<file path="src/rtl/model_arbiter_if.sv">
// Bundle of request, shared-model and response signals around model_arbiter.
// slave: the arbiter side. master: whoever drives requests and model results.
interface model_arbiter_if;
  logic [1:0]  req_valid;
  logic [1:0]  req_ready;
  logic [2:-2] req0_i0;
  logic [2:-2] req1_i0;
  logic [-2:2] req0_i1;
  logic [-2:2] req1_i1;
  logic [2:-2] m_i0;
  logic [-2:2] m_i1;
  logic        m_busy;
  logic [2:-2] m_o0;
  logic [-2:2] m_o1;
  logic        rsp_valid;
  logic        rsp_ready;
  logic        rsp_id;
  logic [2:-2] rsp_o0;
  logic [-2:2] rsp_o1;

  modport slave (
    input  req_valid, req0_i0, req1_i0, req0_i1, req1_i1, m_o0, m_o1, rsp_ready,
    output req_ready, m_i0, m_i1, m_busy, rsp_valid, rsp_id, rsp_o0, rsp_o1
  );

  modport master (
    output req_valid, req0_i0, req1_i0, req0_i1, req1_i1, m_o0, m_o1, rsp_ready,
    input  req_ready, m_i0, m_i1, m_busy, rsp_valid, rsp_id, rsp_o0, rsp_o1
  );
endinterface

</file>
<file path="src/rtl/model_arbiter.sv">
// Two-requester front end for one shared model with a fixed latency of LAT
// cycles (1..15). One transaction in flight: accept, LAT cycles driving the
// model, then hold the response until it is taken.
// Build option MODEL_ARBITER_FIXED_PRIORITY_EN: requester 0 wins every tie and
// the round-robin last-grant register is not built.
//
// state | meaning
// IDLE  | offering req_ready to the arbitration winner
// WAIT  | latched operands on the model, counting down LAT cycles
// RESP  | response held on rsp_* until rsp_ready
module model_arbiter #(
  parameter int unsigned LAT = 2
) (
  input  logic           clk,
  input  logic           rst_n,
  model_arbiter_if.slave arb_if
);

  typedef enum logic [1:0] {
    IDLE = 2'd0,
    WAIT = 2'd1,
    RESP = 2'd2
  } state_t;

  localparam logic [3:0] LAT_CNT = 4'(LAT);

  state_t      state_q;
  logic [3:0]  cnt_q;
  logic        id_q;
  logic        m_busy_q;
  logic        rsp_valid_q;
  logic [2:-2] m_i0_q;
  logic [-2:2] m_i1_q;
  logic [2:-2] rsp_o0_q;
  logic [-2:2] rsp_o1_q;
  logic [1:0]  grant_d;
  logic        accept_id_d;
`ifdef MODEL_ARBITER_FIXED_PRIORITY_EN
`else
  // Id of the most recent grantee; reset to 1 so requester 0 wins the first tie.
  logic        last_q;
`endif

  // Choose the grantee while idle; nothing is offered in WAIT or RESP.
  always_comb begin
    grant_d = 2'b00;
    if (state_q == IDLE) begin
      case (arb_if.req_valid)
        2'b01:   grant_d = 2'b01;
        2'b10:   grant_d = 2'b10;
`ifdef MODEL_ARBITER_FIXED_PRIORITY_EN
        2'b11:   grant_d = 2'b01;
`else
        2'b11:   grant_d = last_q ? 2'b01 : 2'b10;
`endif
        default: grant_d = 2'b00;
      endcase
    end
  end

  assign accept_id_d = grant_d[1];

  // Sequencer: accept, drive the model for LAT cycles, hold the response.
  always_ff @(posedge clk or negedge rst_n) begin
    if (!rst_n) begin
      state_q     <= IDLE;
      cnt_q       <= 4'd0;
      id_q        <= 1'b0;
      m_busy_q    <= 1'b0;
      rsp_valid_q <= 1'b0;
      m_i0_q      <= 5'h00;
      m_i1_q      <= 5'h00;
      rsp_o0_q    <= 5'h00;
      rsp_o1_q    <= 5'h00;
`ifdef MODEL_ARBITER_FIXED_PRIORITY_EN
`else
      last_q      <= 1'b1;
`endif
    end else begin
      case (state_q)
        IDLE: begin
          if (|grant_d) begin
            state_q  <= WAIT;
            cnt_q    <= LAT_CNT;
            id_q     <= accept_id_d;
            m_busy_q <= 1'b1;
            m_i0_q   <= accept_id_d ? arb_if.req1_i0 : arb_if.req0_i0;
            m_i1_q   <= accept_id_d ? arb_if.req1_i1 : arb_if.req0_i1;
`ifdef MODEL_ARBITER_FIXED_PRIORITY_EN
`else
            last_q   <= accept_id_d;
`endif
          end
        end
        WAIT: begin
          cnt_q <= cnt_q - 4'd1;
          // Model outputs are valid on the final counted cycle.
          if (cnt_q == 4'd1) begin
            state_q     <= RESP;
            rsp_o0_q    <= arb_if.m_o0;
            rsp_o1_q    <= arb_if.m_o1;
            rsp_valid_q <= 1'b1;
            m_busy_q    <= 1'b0;
            m_i0_q      <= 5'h00;
            m_i1_q      <= 5'h00;
          end
        end
        RESP: begin
          if (arb_if.rsp_ready) begin
            state_q     <= IDLE;
            rsp_valid_q <= 1'b0;
          end
        end
        default: state_q <= IDLE;
      endcase
    end
  end

  assign arb_if.req_ready = grant_d;
  assign arb_if.m_i0      = m_i0_q;
  assign arb_if.m_i1      = m_i1_q;
  assign arb_if.m_busy    = m_busy_q;
  assign arb_if.rsp_valid = rsp_valid_q;
  assign arb_if.rsp_id    = id_q;
  assign arb_if.rsp_o0    = rsp_o0_q;
  assign arb_if.rsp_o1    = rsp_o1_q;

endmodule
</file>
<file path="src/flat_wrapper.sv">
// flat-port wrapper written by rule: the top's interface ports become plain ports
module model_arbiter_flat 
#(
  parameter int unsigned LAT = 2
)
  (clk, rst_n, arb_if_req_valid, arb_if_req0_i0, arb_if_req1_i0, arb_if_req0_i1, arb_if_req1_i1, arb_if_m_o0, arb_if_m_o1, arb_if_rsp_ready, arb_if_req_ready, arb_if_m_i0, arb_if_m_i1, arb_if_m_busy, arb_if_rsp_valid, arb_if_rsp_id, arb_if_rsp_o0, arb_if_rsp_o1);
  model_arbiter_if arb_if_i ();
  input  logic clk;
  input  logic rst_n;
  input wire logic [$bits(arb_if_i.req_valid)-1:0] arb_if_req_valid;
  input wire logic [$bits(arb_if_i.req0_i0)-1:0] arb_if_req0_i0;
  input wire logic [$bits(arb_if_i.req1_i0)-1:0] arb_if_req1_i0;
  input wire logic [$bits(arb_if_i.req0_i1)-1:0] arb_if_req0_i1;
  input wire logic [$bits(arb_if_i.req1_i1)-1:0] arb_if_req1_i1;
  input wire logic [$bits(arb_if_i.m_o0)-1:0] arb_if_m_o0;
  input wire logic [$bits(arb_if_i.m_o1)-1:0] arb_if_m_o1;
  input wire logic [$bits(arb_if_i.rsp_ready)-1:0] arb_if_rsp_ready;
  output wire logic [$bits(arb_if_i.req_ready)-1:0] arb_if_req_ready;
  output wire logic [$bits(arb_if_i.m_i0)-1:0] arb_if_m_i0;
  output wire logic [$bits(arb_if_i.m_i1)-1:0] arb_if_m_i1;
  output wire logic [$bits(arb_if_i.m_busy)-1:0] arb_if_m_busy;
  output wire logic [$bits(arb_if_i.rsp_valid)-1:0] arb_if_rsp_valid;
  output wire logic [$bits(arb_if_i.rsp_id)-1:0] arb_if_rsp_id;
  output wire logic [$bits(arb_if_i.rsp_o0)-1:0] arb_if_rsp_o0;
  output wire logic [$bits(arb_if_i.rsp_o1)-1:0] arb_if_rsp_o1;
  assign arb_if_i.req_valid = arb_if_req_valid;
  assign arb_if_i.req0_i0 = arb_if_req0_i0;
  assign arb_if_i.req1_i0 = arb_if_req1_i0;
  assign arb_if_i.req0_i1 = arb_if_req0_i1;
  assign arb_if_i.req1_i1 = arb_if_req1_i1;
  assign arb_if_i.m_o0 = arb_if_m_o0;
  assign arb_if_i.m_o1 = arb_if_m_o1;
  assign arb_if_i.rsp_ready = arb_if_rsp_ready;
  assign arb_if_req_ready = arb_if_i.req_ready;
  assign arb_if_m_i0 = arb_if_i.m_i0;
  assign arb_if_m_i1 = arb_if_i.m_i1;
  assign arb_if_m_busy = arb_if_i.m_busy;
  assign arb_if_rsp_valid = arb_if_i.rsp_valid;
  assign arb_if_rsp_id = arb_if_i.rsp_id;
  assign arb_if_rsp_o0 = arb_if_i.rsp_o0;
  assign arb_if_rsp_o1 = arb_if_i.rsp_o1;
  model_arbiter #(.LAT(LAT)) u_core (.clk(clk), .rst_n(rst_n), .arb_if(arb_if_i));
endmodule
</file>
<file path="config.mk">
export PLATFORM = sky130hd
export DESIGN_NAME = model_arbiter_flat
export DESIGN_NICKNAME = d
export VERILOG_FILES = /design/src/rtl/model_arbiter_if.sv /design/src/rtl/model_arbiter.sv /design/src/flat_wrapper.sv
export SDC_FILE = /design/constraint.sdc
export NUM_CORES = 1
export LEC_CHECK = 0
export BUFFER_PORTS_ARGS = -buffer_cell sky130_fd_sc_hd__clkbuf_2
export CAP_MARGIN = 20
export CORE_UTILIZATION = 50
export DETAILED_ROUTE_END_ITERATION = 7
export PLACE_DENSITY_LB_ADDON = 0.1
export RECOVER_POWER = 50
export SLEW_MARGIN = 20
export SYNTH_ARGS = -nofsm -noshare
export SYNTH_HDL_FRONTEND = slang
export SYNTH_SLANG_ARGS = --single-unit
export TNS_END_PERCENT = 20
</file>
<file path="constraint.sdc">
create_clock -name clk -period 3.29 [get_ports clk]
set_input_delay 0.329 -clock clk [delete_from_list [all_inputs] [get_ports clk]]
set_output_delay 0.329 -clock clk [all_outputs]
set_load 0.03 [all_outputs]
</file>
==> summary.md <==
| Metric | Value |
|---|---|
| Status | finished, violations left |
| Violated checks | max-capacitance violations, max-slew violations |
| Syn Area/Cell | 12.70 um^2 |
| GRT overflow | 0 |
| Top FF cell, synth | dfrtp_1 |
| Port bufs | 59 |
| Share of the synthesized area in the top cell type | 50.57% |
| #FFs+latches synth | 30 |
| Site Rows | 19 |
| R2r worst-path depth | 5 |
| CTS max path bufs | 2 |
| Async SR Flop Fraction | 100.0% |
| Synth cell count leaders | dfrtp_1 (29), mux2i_1 (20), o21ai_0 (14) |
| Worst Hold Depth | 2 |
| Highest Clock Rate | 486.6 MHz |
| First-pass GRT wire length | 4457 um |
| Number of hold buffers added after CTS | 0 |
| Synth area leaders | dfrtp_1 (51%), mux2i_1 (14%), mux2_4 (9.4%), o21ai_0 (4.9%), dfstp_2 (1.8%) |
| RSZ-0062 raised after global routing | no |
| Synthesis Warnings | 0 |
| Non-Filler Instances | 206 |
| Psw | 836.9 uW |
| Cts bufs inserted | 5 |
| Share of cells above drive strength 1 | 38.86% |
| Avg WL per Cell | 12.77 um |
| Pwr Density | 1047 nW/um^2 |
| Comb power frac | 52.4% |
| Final Setup Violations | 0 |
| Initial Util | 52.49% |
| Core area | 2734 um^2 |
| CTS sink cnt | 30 |
| Max-slew violations | 31 |
| I/O Pins | 60 |
| Worst reg2reg startpoint | u_core.cnt_q[1] |
| Final ANT Viol Nets | 0 |
| Die area | 3089 um^2 |
| Startpoint Class | flip-flop |
| Max-cap violations | 1 |
| Tot GR Track Use | 18.48% |
| Delay-heaviest family, CP | compound AO/OA/AOI/OAI gates |
| Pint | 1.019 mW |
| Sw Ratio | 45.08% |
| Synth cell types | 31 |
| DIE HEIGHT | 55.58 um |
| Slew HR | -6.516% |
| Storage cell area | 752.0 um^2 |
| Dpl cells | 198 |
| Peak per-stage delay on the critical path | 570 ps |
| # nets final | 211 |
| CTS tree | done |
| Initial antenna violation count | 0 |
| CP Max Fanout | 6 |
| Filler instances | 245 |
| H-tree depth | 2 |
| Clock Latency Late Sink | 320 ps |
| Count leader, synth | dfrtp_1 |
| Worst path arrival time | 1730 ps |
| Post-cts resize count | 0 |
| Final hold vios | 0 |
| Slew of the pin with the lowest slew margin | 1598 ps |
| Clock transition at path regs | 90 ps |
| CP Cell Sequence | a21boi_1 > and2_1 > clkbuf_2 |
| Worst Setup End Kind | output pin |
| Ant diodes | 0 |
| Vias in the first global route | 1057 |
| Detailed placement HPWL | 1906 um |
| Leak Pwr | 0.8765 nW |
| Setup TNS | 0 ps |
| Area grow syn2layout | 23.54% |
| Reg2reg end | u_core.arb_if.rsp_o1[1] |
| WP buf/inv | 1 |
| VDD IR max | 0.6892 mV |
| FF-to-FF setup slack | 1370 ps |
| Hold Slack | 196.6 ps |
| Hold Crit Start | arb_if_rsp_ready |
| CP Data Required Time | 2960 ps |
| Detailed-route via count | 1063 |
| CTS root buffer | clkbuf_4 |
| Drt pass-1 iters | 3 |
| Clk_skew | 2.416 ps |
| Final Critical Period | 2055 ps |
| Post-CTS Setup Repair Bufs | 0 |
| EDFF count, synth | 0 |
| Hold EP | u_core.state_q[1] |
| Final worst path period share | 62.47% |
| Critical path class | flip-flop to output pin |
| Post-synthesis net count | 150 |
| Area of the multi-input gates | 619.3 um^2 |
| Iteration-0 DRC Markers | 13 |
| Pin count of the biggest net entering global routing | 31 |
| Seq/Total Area, Yosys | 52.40% |
| Post-Syn Area | 1435 um^2 |
| Syn Inst Count | 113 |
| Die width | 55.58 um |
| Sequential share of power | 35.6% |
| GP Congestion | 0.6761 |
| Post-route DRC | 0 |
| Slowest cell on the critical path | a21boi_1 |
| Routed wire length | 2630 um |
| Power Total | 1.856 mW |
| Vias/cell | 5.160 |
| Worst min path class | input pin to flip-flop |
| Clk pwr share | 12.0% |
| Cell taking the most area after synthesis | dfrtp_1 |
kinds of logic (layout without fill, tap and decap cells):
family	count (synthesis)	after routing	share of synthesized area (%)
buffers and inverters	10	72	4.446
AO/OA/AOI/OAI	23	23	9.069
AND/OR/NAND/NOR	16	16	6.975
adder cells (fa/ha/maj)	2	2	1.743
multiplexers	30	30	24.15
XOR/XNOR	2	2	1.221
flip-flops	30	30	52.40
area by class of cell:
cell class              instances  area share, %
well taps                      31          2.188
multi-input cells              73          34.93
clock buffers                   7          3.105
clock inverters                 1         0.2823
flip-flops and latches         30          42.41
repair buffers                 60          16.23
inverters                       4         0.8469
worst max path at each step:
stage | slack [ps] | endpoint | depth (start not counted) | from
2_1_floorplan | 1660 | u_core.arb_if.rsp_o0[-1] | 6 | u_core.cnt_q[1]
3_3_place_gp | 1410 | u_core.arb_if.rsp_o1[1] | 5 | u_core.cnt_q[1]
3_5_place_dp | 1350 | u_core.arb_if.rsp_o1[1] | 5 | u_core.cnt_q[1]
4_1_cts | 1200 | arb_if_req_ready[1] | 3 | u_core.last_q
5_1_grt | 1130 | arb_if_req_ready[1] | 3 | u_core.last_q
6_report | 1230 | arb_if_req_ready[1] | 3 | u_core.last_q
layer usage:
metal,up-vias,GRT usage (%),part of all wire [%]
li1,518,-,-
met1,500,22.83,45
met2,41,30.64,48
met3,4,5.581,6.3
met4,0,6.786,1.0
met5,-,0,0
power by group through the flow:
stage | clock, mW | sequential (mW) | combinational (mW)
floorplan | 0 | 0.938 | 0.493
global placement | 0 | 0.662 | 0.981
detailed placement | 0 | 0.670 | 0.998
CTS | 0.235 | 0.663 | 1.00
global route | 0.250 | 0.684 | 1.05
finish | 0.223 | 0.660 | 0.973
sequential cells by signal, indices dropped and copies added, names as in the netlist:
register	count
u_core.arb_if.rsp_id	1
u_core.arb_if.m_i0	3
u_core.last_q	1
u_core.arb_if.rsp_o0[-2]	1
u_core.arb_if.rsp_o1	3
u_core.arb_if.rsp_o0	3
u_core.arb_if.m_i0[-1]	1
u_core.arb_if.m_busy	1
u_core.cnt_q	4
u_core.arb_if.rsp_o0[-1]	1
u_core.arb_if.rsp_valid	1
u_core.arb_if.m_i1[-2]	1
u_core.state_q	2
u_core.arb_if.rsp_o1[-1]	1
u_core.arb_if.m_i1[-1]	1
u_core.arb_if.m_i0[-2]	1
u_core.arb_if.m_i1	3
u_core.arb_if.rsp_o1[-2]	1
placed cells by master, fill, tap and decap left out, drive strengths merged, types with 2 or more instances in the layout:
| cell | instances |
|---|---|
| nand2 | 2 |
| a21oi | 2 |
| nand2b | 3 |
| nor2 | 4 |
| o21ai | 14 |
| inv | 4 |
| clkbuf | 66 |
| dfrtp | 29 |
| mux2 | 10 |
| ha | 2 |
| or3 | 2 |
| mux2i | 20 |
| nand3b | 2 |
per-stage QoR:
step	utilization (%)	setup WS [ps]	cell area [um^2]
floorplan	-	1663	1435
global placement	63.20	1413	1728
detailed placement	63.20	1352	1728
CTS	65.40	1197	1788
global route	64.85	1128	1773
finish	64.85	1235	1773
Note: power is estimated with default switching activity, not from simulation.
